[config.mk]
export PLATFORM = sky130hd
export DESIGN_NAME = alu_pipe_hs
export DESIGN_NICKNAME = d
export VERILOG_FILES = /design/src/rtl/alu_pipe_hs_pkg.sv /design/src/rtl/alu_pipe_hs_mul.sv /design/src/rtl/alu_pipe_hs.sv
export SDC_FILE = /design/constraint.sdc
export NUM_CORES = 1
export LEC_CHECK = 0
export ABC_AREA = 1
export BUFFER_PORTS_ARGS = -buffer_cell sky130_fd_sc_hd__buf_2
export CORE_AREA = 2 2 175 160
export DETAILED_ROUTE_END_ITERATION = 8
export DIE_AREA = 0 0 177 162
export PLACE_DENSITY_LB_ADDON = 0.05
export SYNTH_ARGS = -nofsm -noshare
export SYNTH_HDL_FRONTEND = slang
export SYNTH_SLANG_ARGS = --single-unit
[constraint.sdc]
create_clock -name clk -period 2.7 [get_ports clk]
set_clock_uncertainty 0.15 [all_clocks]
set_input_delay 0.405 -clock clk [delete_from_list [all_inputs] [get_ports clk]]
set_output_delay 0.405 -clock clk [all_outputs]
set_load 0.01 [all_outputs]
[src/rtl/alu_pipe_hs_pkg.sv]
// Shared opcodes, flag bundle and multiplier FSM states for alu_pipe_hs.
package alu_pipe_hs_pkg;

  localparam logic [3:0] OP_ADD  = 4'd0;
  localparam logic [3:0] OP_SUB  = 4'd1;
  localparam logic [3:0] OP_MUL  = 4'd2;
  localparam logic [3:0] OP_SLT  = 4'd3;
  localparam logic [3:0] OP_ROR  = 4'd4;
  localparam logic [3:0] OP_SNE  = 4'd5;
  localparam logic [3:0] OP_AND  = 4'd6;
  localparam logic [3:0] OP_SGE  = 4'd7;
  localparam logic [3:0] OP_OR   = 4'd8;
  localparam logic [3:0] OP_XOR  = 4'd9;
  localparam logic [3:0] OP_ROL  = 4'd10;
  localparam logic [3:0] OP_SLTU = 4'd11;

  typedef enum logic [1:0] {
    MUL_IDLE,
    MUL_RUN,
    MUL_DONE
  } mul_state_e;

  typedef struct packed {
    logic carry;
    logic zero;
    logic sign;
    logic ovf;
    logic illegal;
  } alu_flags_t;

endpackage

[src/rtl/alu_pipe_hs_mul.sv]
// Iterative shift-add unsigned multiplier (alu_mul_iter), one multiplier bit per cycle.
// Compiled only when ALU_PIPE_HS_MUL_EN is defined.
`ifdef ALU_PIPE_HS_MUL_EN
module alu_mul_iter
  import alu_pipe_hs_pkg::*;
#(
  parameter int WIDTH = 32
) (
  input  logic             clk,
  input  logic             rst,
  input  logic             start,
  input  logic             take,
  input  logic [WIDTH-1:0] a,
  input  logic [WIDTH-1:0] b,
  output logic             busy,
  output logic             done,
  output logic [WIDTH-1:0] product,
  output logic             carry
);

  localparam int CW = $clog2(WIDTH);

  mul_state_e         state, state_nxt;
  logic [CW-1:0]      cnt;
  logic [WIDTH-1:0]   mcand;
  logic [2*WIDTH-1:0] acc;
  logic [WIDTH:0]     partial;

  always_ff @(posedge clk or negedge rst) begin
    if (!rst) state <= MUL_IDLE;
    else      state <= state_nxt;
  end

  always_comb begin
    state_nxt = state;
    unique case (state)
      MUL_IDLE: if (start) state_nxt = MUL_RUN;
      MUL_RUN:  if (cnt == CW'(WIDTH - 1)) state_nxt = MUL_DONE;
      MUL_DONE: if (take) state_nxt = MUL_IDLE;
      default:  state_nxt = MUL_IDLE;
    endcase
  end

  // acc = {partial high half, unconsumed multiplier bits}; each step adds then shifts right.
  assign partial = {1'b0, acc[2*WIDTH-1:WIDTH]} + (acc[0] ? {1'b0, mcand} : '0);

  always_ff @(posedge clk or negedge rst) begin
    if (!rst) begin
      cnt   <= '0;
      mcand <= '0;
      acc   <= '0;
    end else if (state == MUL_IDLE && start) begin
      cnt   <= '0;
      mcand <= a;
      acc   <= {{WIDTH{1'b0}}, b};
    end else if (state == MUL_RUN) begin
      cnt   <= cnt + CW'(1);
      acc   <= {partial, acc[WIDTH-1:1]};
    end
  end

  assign busy    = (state == MUL_RUN);
  assign done    = (state == MUL_DONE);
  assign product = acc[WIDTH-1:0];
  assign carry   = |acc[2*WIDTH-1:WIDTH];

endmodule
`endif

[src/rtl/alu_pipe_hs.sv]
// Two-stage ALU with valid/ready handshakes on both sides.
// Define ALU_PIPE_HS_MUL_EN to add the iterative MUL; otherwise opcode 2 is illegal.
module alu_pipe_hs
  import alu_pipe_hs_pkg::*;
#(
  parameter int WIDTH = 32,
  parameter int SHW   = $clog2(WIDTH)
) (
  input  logic             clk,
  input  logic             rst,
  input  logic             in_valid,
  output logic             in_ready,
  input  logic [3:0]       opcode,
  input  logic [WIDTH-1:0] input1,
  input  logic [WIDTH-1:0] input2,
  input  logic [SHW-1:0]   shiftValue,
  output logic             out_valid,
  input  logic             out_ready,
  output logic [WIDTH-1:0] result,
  output logic             carryFlag,
  output logic             zeroFlag,
  output logic             signFlag,
  output logic             ovfFlag,
  output logic             illegalFlag
);

  logic             run_q;
  logic             s1_valid;
  logic [3:0]       s1_op;
  logic [WIDTH-1:0] s1_a, s1_b;
  logic [SHW-1:0]   s1_sh, rol_amt;
  alu_flags_t       flags_q, alu_flags, mul_flags;
  logic [WIDTH-1:0] alu_res, mul_res;
  logic [WIDTH:0]   add_sum;
  logic [WIDTH-1:0] sub_diff;
  logic             s1_is_mul, mul_busy, out_free, alu_fire, mul_fire, accept;

  assign out_free = !out_valid || out_ready;
  assign alu_fire = s1_valid && !s1_is_mul && out_free;
  assign in_ready = run_q && !mul_busy && (!s1_valid || alu_fire);
  assign accept   = in_valid && in_ready;

`ifdef ALU_PIPE_HS_MUL_EN
  logic mul_done, mul_carry;

  assign s1_is_mul = (s1_op == OP_MUL);
  assign mul_fire  = s1_valid && s1_is_mul && mul_done && out_free;
  assign mul_flags = '{carry: mul_carry, zero: (mul_res == '0), sign: mul_res[WIDTH-1],
                       ovf: 1'b0, illegal: 1'b0};

  alu_mul_iter #(.WIDTH(WIDTH)) u_mul (
    .clk     (clk),
    .rst     (rst),
    .start   (s1_valid && s1_is_mul),
    .take    (out_free),
    .a       (s1_a),
    .b       (s1_b),
    .busy    (mul_busy),
    .done    (mul_done),
    .product (mul_res),
    .carry   (mul_carry)
  );
`else
  assign s1_is_mul = 1'b0;
  assign mul_busy  = 1'b0;
  assign mul_fire  = 1'b0;
  assign mul_res   = '0;
  assign mul_flags = '0;
`endif

  // Rotate-left by s equals rotate-right by -s mod WIDTH.
  assign rol_amt = '0 - s1_sh;

  // NOTE: every output is given a default first, so no path leaves a latch behind.
  always_comb begin
    add_sum   = {1'b0, s1_a} + {1'b0, s1_b};
    sub_diff  = s1_a - s1_b;
    alu_res   = '0;
    alu_flags = '0;
    case (s1_op)
      OP_ADD: begin
        alu_res         = add_sum[WIDTH-1:0];
        alu_flags.carry = add_sum[WIDTH];
        alu_flags.ovf   = (s1_a[WIDTH-1] == s1_b[WIDTH-1]) && (add_sum[WIDTH-1] != s1_a[WIDTH-1]);
      end
      OP_SUB: begin
        alu_res         = sub_diff;
        alu_flags.carry = (s1_a < s1_b);
        alu_flags.ovf   = (s1_a[WIDTH-1] != s1_b[WIDTH-1]) && (sub_diff[WIDTH-1] != s1_a[WIDTH-1]);
      end
      OP_SLT:  alu_res = {{(WIDTH-1){1'b0}}, $signed(s1_a) < $signed(s1_b)};
      OP_SGE:  alu_res = {{(WIDTH-1){1'b0}}, $signed(s1_a) >= $signed(s1_b)};
      OP_SNE:  alu_res = {{(WIDTH-1){1'b0}}, s1_a != s1_b};
      OP_SLTU: alu_res = {{(WIDTH-1){1'b0}}, s1_a < s1_b};
      OP_AND:  alu_res = s1_a & s1_b;
      OP_OR:   alu_res = s1_a | s1_b;
      OP_XOR:  alu_res = s1_a ^ s1_b;
      OP_ROR:  alu_res = WIDTH'({s1_a, s1_a} >> s1_sh);
      OP_ROL:  alu_res = WIDTH'({s1_a, s1_a} >> rol_amt);
      default: alu_flags.illegal = 1'b1;
    endcase
    alu_flags.zero = (alu_res == '0);
    alu_flags.sign = alu_res[WIDTH-1];
  end

  // NOTE: sequential state uses <= so every flop samples pre-edge values.
  always_ff @(posedge clk or negedge rst) begin
    if (!rst) run_q <= 1'b0;
    else      run_q <= 1'b1;
  end

  always_ff @(posedge clk or negedge rst) begin
    if (!rst) begin
      s1_valid <= 1'b0;
      s1_op    <= '0;
      s1_a     <= '0;
      s1_b     <= '0;
      s1_sh    <= '0;
    end else if (accept) begin
      s1_valid <= 1'b1;
      s1_op    <= opcode;
      s1_a     <= input1;
      s1_b     <= input2;
      s1_sh    <= shiftValue;
    end else if (alu_fire || mul_fire) begin
      s1_valid <= 1'b0;
    end
  end

  always_ff @(posedge clk or negedge rst) begin
    if (!rst) begin
      out_valid <= 1'b0;
      result    <= '0;
      flags_q   <= '0;
    end else if (alu_fire) begin
      out_valid <= 1'b1;
      result    <= alu_res;
      flags_q   <= alu_flags;
    end else if (mul_fire) begin
      out_valid <= 1'b1;
      result    <= mul_res;
      flags_q   <= mul_flags;
    end else if (out_ready) begin
      out_valid <= 1'b0;
    end
  end

  assign carryFlag   = flags_q.carry;
  assign zeroFlag    = flags_q.zero;
  assign signFlag    = flags_q.sign;
  assign ovfFlag     = flags_q.ovf;
  assign illegalFlag = flags_q.illegal;

endmodule

# Word level (Yosys, flattened, before mapping)

Index checks and enable logic that the tools add are counted.

Bits in read-only memories: 0
Register bits after elaboration: 113
Bits in latches: 0
Memories kept: 0
Output and inout port bits: 39
Logic and storage cells: 61
Memory bits (writable): 0

Equality and inequality tests: 15
Div/mod/pow operators: 0
Bitwise gates (word level): 3
Mux-type cells: 8
$lt $le $gt $ge: 3
Shift-type cells: 2
$add $sub $neg: 3
Reduce and logical (&&, ||, !) cells: 14
$mul: 0

Operator list:

| operator              | number |
|---|---|
| $pmux W32 S11         | 1 |
| $shr A64 B5 Y32       | 2 |
| $lt A32 B32 Y1        | 2 |
| $add A32 B32 Y33      | 1 |
| $and A32 B32 Y32      | 1 |
| $ge A32 B32 Y1        | 1 |
| $logic_not A32 Y1     | 1 |
| $ne A32 B32 Y1        | 1 |
| $or A32 B32 Y32       | 1 |
| $sub A32 B32 Y32      | 1 |
| $xor A32 B32 Y32      | 1 |
| $eq A4 B3 Y1 const B  | 4 |
| $eq A4 B4 Y1 const B  | 4 |
| $reduce_or A11 Y1     | 1 |
| $logic_and A1 B1 Y1   | 5 |
| $mux W1               | 5 |
| $sub A1 B5 Y5 const A | 1 |
| $eq A4 B1 Y1 const B  | 1 |
| $eq A4 B2 Y1 const B  | 1 |
| $logic_not A4 Y1      | 1 |
| $pmux W1 S2           | 2 |
| $reduce_bool A2 Y1    | 2 |
| $ne A1 B1 Y1          | 3 |
| $logic_not A1 Y1      | 2 |
| other kinds (2)       | 3 |

# Logic depth before layout (Yosys ltp)

Gate-level depths: netlist (run 1).

Depth in word-level cells: 7
Gate-level depth with buffers: 24
Mapped depth without buffers: 23

# Worst setup path before layout (run 1)

Ideal clock, no wire load.

Kind: reg-to-reg
Start point: reg s1_a[0]
End point: reg flags_q, in the netlist zeroFlag
Arrival time: 2.309 ns
Library setup time: 0.066 ns
Required time: 2.484 ns
Cell stages (with the launch flop): 23
Period minus slack after synthesis: 2.525 ns
Slack: 0.175 ns
Cell sequence: dfrtp_1 > inv_1 > ha_1 > fa_1 > inv_1 > nand3_1 > nand2_1 > nand2_1 > nand2_1 > nand2_1 > nand2_1 > nand2_1 > nand3_1 > nand2_1 > nor2_1 > nand2_1 > nor2_1 > nand2_1 > nor2_1 > nand2_1 > nor2_1 > nand3_1 > nand2_1

Cells in the longest elaborated chain, start to end: 3

RTL lines:

| what                                           | line               | source |
|---|---|---|
| from (decl)                                    | alu_pipe_hs.sv:30  | `logic [WIDTH-1:0] s1_a, s1_b;` |
| from (signal assigned)                         | alu_pipe_hs.sv:122 | `s1_a <= input1;` |
| $sub A32 B32 Y32, or another cell as far along | alu_pipe_hs.sv:77  | `sub_diff = s1_a - s1_b;` |
| $pmux W32 S11 *                                | alu_pipe_hs.sv:80  | `case (s1_op)` |
| $logic_not A32 Y1 *                            | alu_pipe_hs.sv:102 | `alu_flags.zero = (alu_res == '0);` |
| to (signal assigned)                           | alu_pipe_hs.sv:138 | `flags_q <= alu_flags;` |
| to (signal assigned)                           | alu_pipe_hs.sv:142 | `flags_q <= mul_flags;` |
| to (decl)                                      | alu_pipe_hs.sv:32  | `alu_flags_t flags_q, alu_flags, mul_flags;` |

Mark *: on every way between the ends. The rest lies on a longest branch, timed or not.
A chain may end at the register's enable or synchronous reset.

# Worst setup path after layout (run 1)

Start point: reg s1_b[4]
End point: reg flags_q, in the netlist zeroFlag

Cells in the longest elaborated chain, start to end: 3

RTL lines:

| what                                           | line               | source |
|---|---|---|
| from (decl)                                    | alu_pipe_hs.sv:30  |  |
| from (signal assigned)                         | alu_pipe_hs.sv:123 | `s1_b <= input2;` |
| $sub A32 B32 Y32, or another cell as far along | alu_pipe_hs.sv:77  |  |
| $pmux W32 S11 *                                | alu_pipe_hs.sv:80  |  |
| $logic_not A32 Y1 *                            | alu_pipe_hs.sv:102 |  |

Marks and branches as above.

==> results of run 1 <==
## cell families after synthesis
family	count (synthesis)
other	1
buffers and inverters	329
DFF	112
muxes	1
adders and majority gates	99
AOI/OAI and AO/OA	326
and+or+nand+nor	1179
xor gates and xnor gates	4
## sequential cells by signal, indices dropped and copies added (netlist names)
name,count
s1_a,32
carryFlag,1
ovfFlag,1
s1_valid,1
run_q,1
s1_b,32
illegalFlag,1
s1_op,4
s1_sh,5
out_valid,1
result,32
zeroFlag,1
## critical path, cell delays in order, from the launching register on
cell	delay (ns)
dfrtp_1	0.41
inv_2	0.09
ha_4	0.33
nand2_4	0.08
buf_4	0.14
nor2_4	0.13
nand2_2	0.07
nand3_4	0.08
nand2_2	0.09
nand2_2	0.09
nand2_1	0.05
nand2_1	0.06
nor2_1	0.06
nor2_4	0.20
nand2_4	0.09
nor2_4	0.15
nand2_2	0.08
nor2_4	0.13
nand2_2	0.09
nor2_2	0.10
nand3_1	0.08
nand2_1	0.06
## per-stage QoR
stage          hold slack (ns)  setup TNS [ns]  worst slack, ns
2_1_floorplan          -0.0406               0            0.175
3_3_place_gp             0.307           -3.80           -0.812
3_5_place_dp             0.310           -4.68           -0.789
4_1_cts                 0.0943          -0.351           -0.160
5_1_grt                  0.113           -2.61           -0.264
6_report                 0.104          -0.738           -0.180
## what timing repair did
item	CTS	global route
resized for setup	196	382
setup buffers	25	44
pin swaps	39	139
hold endpoints to repair	40	0
hold buffers	1	0
setup endpoints to repair	26	32
## final cells by class
cell class	count	share of cell area, %
Multi-Input combinational cell	1610	51.0
Clock buffer	10	1.23
Antenna cell	1	0.0129
Inverter	235	4.62
Timing Repair Buffer	672	26.0
Sequential cell	112	14.4
Clock inverter	6	0.355
Tap cell	354	2.28
## worst max path at each step
stage / from / endpoint / slack [ns] / cells past startpoint
2_1_floorplan: s1_a[0] / zeroFlag / 0.18 / 22
3_3_place_gp: s1_a[5] / zeroFlag / -0.81 / 21
3_5_place_dp: s1_a[5] / zeroFlag / -0.79 / 21
4_1_cts: s1_a[0] / zeroFlag / -0.16 / 22
5_1_grt: s1_b[4] / zeroFlag / -0.26 / 22
6_report: s1_b[4] / zeroFlag / -0.18 / 21
## synthesized netlist by cell type (3+ instances only)
| master | count | area (µm²) |
|---|---|---|
| a21oi_1 | 174 | 871 |
| a31oi_1 | 3 | 18.8 |
| buf_1 | 5 | 18.8 |
| buf_2 | 28 | 140 |
| buf_4 | 4 | 30.0 |
| buf_6 | 3 | 33.8 |
| clkbuf_1 | 54 | 203 |
| dfrtp_1 | 112 | 2800 |
| ha_1 | 97 | 1210 |
| inv_1 | 228 | 856 |
| inv_2 | 4 | 15.0 |
| nand2_1 | 526 | 1970 |
| nand2_2 | 8 | 50.1 |
| nand3_1 | 343 | 1720 |
| nand3b_1 | 3 | 22.5 |
| nand4_1 | 32 | 200 |
| nor2_1 | 238 | 893 |
| nor2_2 | 3 | 18.8 |
| nor3_1 | 19 | 95.1 |
| o21a_1 | 3 | 22.5 |
| o21ai_0 | 96 | 480 |
| o21bai_1 | 12 | 90.1 |
| o221ai_1 | 5 | 43.8 |
| o22ai_1 | 22 | 138 |
## where the power goes
group / internal [mW] / total, mW / switching (mW)
clock network: 0.684 / 1.46 / 0.776
logic: 4.34 / 10.2 / 5.82
registers: 1.99 / 2.19 / 0.202
total: 7.01 / 13.8 / 6.79
## layer usage
| layer | GRT usage, % | routed length, µm | up-vias |
|---|---|---|---|
| li1 | - | - | 7910 |
| met5 | 0 | 0 | - |
| met2 | 64.5 | 27200 | 1025 |
| met1 | 54.0 | 24800 | 8090 |
| met4 | 17.7 | 3260 | 0 |
| met3 | 7.87 | 6250 | 227 |
==> insert_results.sql, run 1 <==
INSERT INTO impl_metrics (metric_group, metric, value, unit) VALUES
('run_status', 'outcome', 'finished with violations', ''),
('run_status', 'violations', 'setup timing', ''),
('hold_path', 'worst_hold_path.num_cells', '3', ''),
('power_and_ir_drop', 'vdd_drop_max', '0.395', 'mV'),
('placed_design', 'place_congestion', '1.09', ''),
('drt', 'router_iterations_before_antenna_repair', '6', ''),
('setup_path', 'worst_r2r_path_depth', '21', ''),
('die', 'die_area', '28700', 'µm²'),
('timing', 'post-route-worst-setup-slack', '-0.180', 'ns'),
('die', 'core-area', '26700', 'µm²'),
('synth', 'synth.yosys.seq_area_share', '23.0', '%'),
('setup_path', 'critical_path_endpoint_category', 'register', ''),
('placed_design', 'dpl_cell_area', '16600', 'µm²'),
('timing', 'maxSlewHeadroom', '48.9', '%'),
('final_layout', 'utilization_after_layout', '72.6', '%'),
('die', 'row_count', '57', ''),
('cts', 'worst_skew_pair.late_latency', '0.39', 'ns'),
('final_layout', 'flow.area_growth_from_synthesis', '59.2', '%'),
('final_layout', 'drive_gt1_share', '43.1', '%'),
('die', 'floorplan.initialDensity', '45.6', '%'),
('placed_design', 'number_of_buffers_inserted_by_port_buffering', '115', ''),
('setup_path', 'crit-reg2reg-launch', 's1_b[4]', ''),
('global_routing', 'overflow', '0', ''),
('cts', 'numCtsBuffers', '9', ''),
('power_and_ir_drop', 'cellPowerDensity', '711', 'nW/µm²'),
('timing', 'timing.final.hold_violations', '0', ''),
('setup_path', 'worst-setup-path-type', 'reg -> reg', ''),
('setup_path', 'r2r-end', 'zeroFlag', ''),
('timing', 'setup_repair_after_global_routing_missed_its_margin', 'yes', ''),
('synth', 'synth_enable_flop_cells', '0', ''),
('setup_path', 'arrival', '3.06', 'ns'),
('synth', 'synth_seq_cells', '112', ''),
('final_layout', 'non_filler_instance_count_after_layout', '3000', ''),
('hold_path', 'hold_start', 'input1[17]', ''),
('synth', 'post_synthesis_net_count', '2227', ''),
('final_layout', 'layout.nets', '2816', ''),
('synth', 'asyncSetResetFlopFracSynth', '100', '%'),
('synth', 'synth_simple_gate_area_share', '41.2', '%'),
('final_layout', 'fillerInstances', '2170', ''),
('synth', 'combinational_family_with_the_most_area_after_synthesis', 'simple AND/OR/NAND/NOR gates', ''),
('setup_path', 'cp_data_required_time', '2.88', 'ns'),
('timing', 'achievable-frequency', '0.347', 'GHz'),
('timing', 'setup_viol', '11', ''),
('die', 'die_width', '177', 'µm'),
('global_routing', 'grt_start_max_net_pins', '113', ''),
('power_and_ir_drop', 'report.power.total', '13.8', 'mW'),
('cts', 'worst_setup_hold_path_clk_slew', '0.10', 'ns'),
('drt', 'dr_total_vias', '17300', ''),
('global_routing', 'first_global_vias', '15900', ''),
('synth', 'syn_area', '12200', 'µm²'),
('timing', 'post-route-period-util', '107', '%'),
('final_layout', 'multi_input_comb_area', '9900', 'µm²'),
('drt', 'wl_per_cell', '20.5', 'µm'),
('hold_path', 'timing.hold.worst.class', 'in -> reg', ''),
('die', 'design.portCount', '116', ''),
('final_layout', 'mostFrequentLayoutCell', 'buf_4', ''),
('final_layout', 'register_area', '2800', 'µm²'),
('synth', 'synthMuxAreaShare', '0.0924', '%'),
('placed_design', 'dp_cells', '2913', ''),
('flow_run', 'cap_violations', '0', ''),
('cts', 'tritoncts', 'built', ''),
('setup_path', 'crit_fanout', '5', ''),
('synth', 'xor_and_xnor_area_share_after_synthesis', '0.349', '%'),
('setup_path', 'reg2reg_slack', '-0.18', 'ns'),
('drt', 'dr.first_iter.drc_count', '2109', ''),
('power_and_ir_drop', 'cellLeakagePower', '9.93', 'nW'),
('hold_path', 'min_to', 's1_a[17]', ''),
('global_routing', 'grt_pass1_wl', '88.7', 'mm'),
('timing', 'timing.final.crit_period', '2.88', 'ns'),
('timing', 'tightestPinTransition', '0.766', 'ns'),
('cts', 'htree_num_levels', '3', '');
No activity file was read; power rests on OpenSTA's default activity.
==> run 2, diff against run 1 <==
- BUFFER_PORTS_ARGS: -buffer_cell sky130_fd_sc_hd__buf_2 -> -buffer_cell sky130_fd_sc_hd__buf_4
==> insert_results.sql, run 2 (synthesis gave the netlist of run 1 again) <==
INSERT INTO impl_metrics (metric_group, metric, value, unit) VALUES
('global_routing', 'grt_start_max_net_pins', '113', ''),
('final_layout', 'flow.area_growth_from_synthesis', '58.2', '%'),
('drt', 'router_iterations_before_antenna_repair', '7', ''),
('setup_path', 'arrival', '3.33', 'ns'),
('setup_path', 'worst_r2r_path_depth', '22', ''),
('cts', 'root_buffer', 'clkbuf_16', ''),
('placed_design', 'hpwl', '47.5', 'mm'),
('run_status', 'violations', 'setup timing', ''),
('power_and_ir_drop', 'cellPowerDensity', '714', 'nW/µm²'),
('final_layout', 'layout.nets', '2797', ''),
('die', 'floorplan.initialDensity', '45.6', '%'),
('global_routing', 'overflow', '0', ''),
('cts', 'tritoncts_num_sinks', '112', ''),
('placed_design', 'dpl_worst_slack', '-0.584', 'ns'),
('setup_path', 'cp_data_required_time', '2.89', 'ns'),
('drt', 'wl_met3', '7.02', 'mm'),
('flow_run', 'cap_violations', '0', ''),
('placed_design', 'number_of_buffers_inserted_by_port_buffering', '115', ''),
('setup_path', 'crit_fanout', '5', ''),
('setup_path', 'r2r-end', 'zeroFlag', ''),
('hold_path', 'worst_hold_path.num_cells', '2', ''),
('global_routing', 'first_global_vias', '16200', ''),
('die', 'die_width', '177', 'µm'),
('drt', 'm1WireLength', '25.2', 'mm'),
('timing', 'post-route-period-util', '117', '%'),
('die', 'row_count', '57', ''),
('setup_path', 'reg2reg_slack', '-0.45', 'ns'),
('placed_design', 'place_congestion', '1.04', ''),
('setup_path', 'crit-reg2reg-launch', 's1_b[2]', ''),
('setup_path', 'critical_path_endpoint_category', 'register', ''),
('timing', 'timing.final.hold_violations', '0', ''),
('final_layout', 'most-common-layout-cells', 'buf_4, nand2_1, nand3_1', ''),
('drt', 'highest_layer', 'met4', ''),
('power_and_ir_drop', 'report.power.total', '13.8', 'mW'),
('cts', 'tritoncts', 'built', ''),
('power_and_ir_drop', 'cellLeakagePower', '9.87', 'nW'),
('drt', 'wl_per_cell', '21.5', 'µm'),
('timing', 'finalMaxSlewViolations', '0', ''),
('timing', 'fin_tns_setup', '-2.02', 'ns'),
('drt', 'dr_wl_met2', '27.8', 'mm'),
('cts', 'htree_num_levels', '3', ''),
('timing', 'post-route-worst-setup-slack', '-0.449', 'ns'),
('setup_path', 'cp-start-kind', 'register', ''),
('drt', 'dr.first_iter.drc_count', '2365', ''),
('timing', 'final.hold.worst_slack', '0.0988', 'ns'),
('final_layout', 'multi_input_comb_area', '9670', 'µm²'),
('global_routing', 'grt_pass1_wl', '90.1', 'mm'),
('die', 'die_area', '28700', 'µm²'),
('timing', 'achievable-frequency', '0.318', 'GHz'),
('global_routing', 'number_of_antenna_violations_at_the_first_check_in_global_routing', '2', ''),
('drt', 'drc', '0', ''),
('cts', 'worst_setup_hold_path_clk_slew', '0.09', 'ns'),
('drt', 'antenna_violating_nets_post_route', '0', ''),
('timing', 'maxSlewHeadroom', '51.4', '%'),
('final_layout', 'fillerInstances', '2089', ''),
('die', 'core-area', '26700', 'µm²'),
('cts', 'clk_path_buf_depth', '2', ''),
('run_status', 'outcome', 'finished with violations', ''),
('global_routing', 'globalRouteTotalUtil', '41.2', '%'),
('power_and_ir_drop', 'vdd_drop_max', '0.399', 'mV'),
('cts', 'worst_skew_pair.late_latency', '0.40', 'ns'),
('timing', 'setup_repair_after_global_routing_missed_its_margin', 'yes', ''),
('drt', 'route.detailed.vias_per_inst', '5.90', ''),
('timing', 'tightestPinTransition', '0.729', 'ns'),
('timing', 'timing.final.crit_period', '3.15', 'ns'),
('hold_path', 'timing.hold.worst.class', 'in -> reg', ''),
('hold_path', 'hold_start', 'shiftValue[4]', ''),
('setup_path', 'worst-setup-path-type', 'reg -> reg', ''),
('final_layout', 'reg_top3', 'result (32), s1_a (32), s1_b (32)', ''),
('final_layout', 'mostFrequentLayoutCell', 'buf_4', ''),
('die', 'design.portCount', '116', ''),
('die', 'floorplan_die_height', '162', 'µm'),
('hold_path', 'min_to', 's1_sh[4]', ''),
('drt', 'dr_total_vias', '17600', ''),
('cts', 'numCtsBuffers', '9', ''),
('drt', 'drt_wl_total', '64.2', 'mm'),
('final_layout', 'drive_gt1_share', '39.4', '%'),
('timing', 'setup_viol', '17', ''),
('final_layout', 'register_area', '2800', 'µm²');
run 2: cell types whose count changed in the layout (fill, tap and decap cells not counted), sizes merged:
cell	previous run	this run
buf	671	652
bufinv	0	1
clkbuf	10	9
clkinv	5	6
diode	1	2
inv	235	234
run 2: area by class of cell:
cell class,instances,area share [%]
inverters,235,4.61
flip-flops and latches,112,14.5
well taps,354,2.30
multi-input cells,1610,50.2
clock buffers,9,1.17
clock inverters,7,0.565
repair buffers,653,26.6
diodes,2,0.0260
run 2: worst max path at each step:
stage | start | to | cells after the start
floorplan | s1_a[0] | zeroFlag | 22
global placement | s1_a[11] | zeroFlag | 20
detailed placement | s1_a[7] | zeroFlag | 20
CTS | s1_a[7] | zeroFlag | 21
global route | s1_b[6] | zeroFlag | 22
finish | s1_b[2] | zeroFlag | 22
run 2: metrics by stage:
step	area, µm²	utilization [%]	cells
3_5_place_dp	17000	63.7	2930
2_1_floorplan	12200	-	2051
3_3_place_gp	17000	63.7	2930
6_report	19300	72.1	2982
4_1_cts	18200	68.1	2953
5_1_grt	19300	72.1	2980
run 2: timing repair:
item                                    4_1_cts  5_1_grt
gates resized for setup                     203      246
pin swaps                                    35       74
endpoints found under the setup margin       27       31
hold endpoints to repair                     29        0
setup buffers                                 6       27
hold buffers                                  1        0
run 2: per-layer routing:
layer | GRT usage (%) | vias to the layer above
met3 | 8.52 | 281
met2 | 64.4 | 1239
met1 | 54.0 | 8198
met4 | 20.4 | 0
met5 | 0 | -
li1 | - | 7880
run 2: critical path, stage by stage (launching register included):
cell     delay, ns
dfrtp_1       0.41
inv_2         0.10
ha_4          0.30
buf_4         0.16
nand2_4       0.08
a21oi_2       0.23
nor2_2        0.10
nand2_4       0.11
nand2_1       0.10
nand2_1       0.07
nand2_1       0.05
nand3_1       0.08
nand2_1       0.07
nor2_1        0.13
buf_4         0.14
nand2_1       0.11
nor2_2        0.13
nand2_1       0.07
nor2_1        0.10
nand2_1       0.10
nor2_2        0.15
nand3_1       0.08
nand2_1       0.06
run 2: where the power goes:
part | internal, mW | total [mW] | switching, mW
clock network | 0.761 | 1.59 | 0.833
logic | 4.22 | 9.96 | 5.74
registers | 1.99 | 2.22 | 0.232
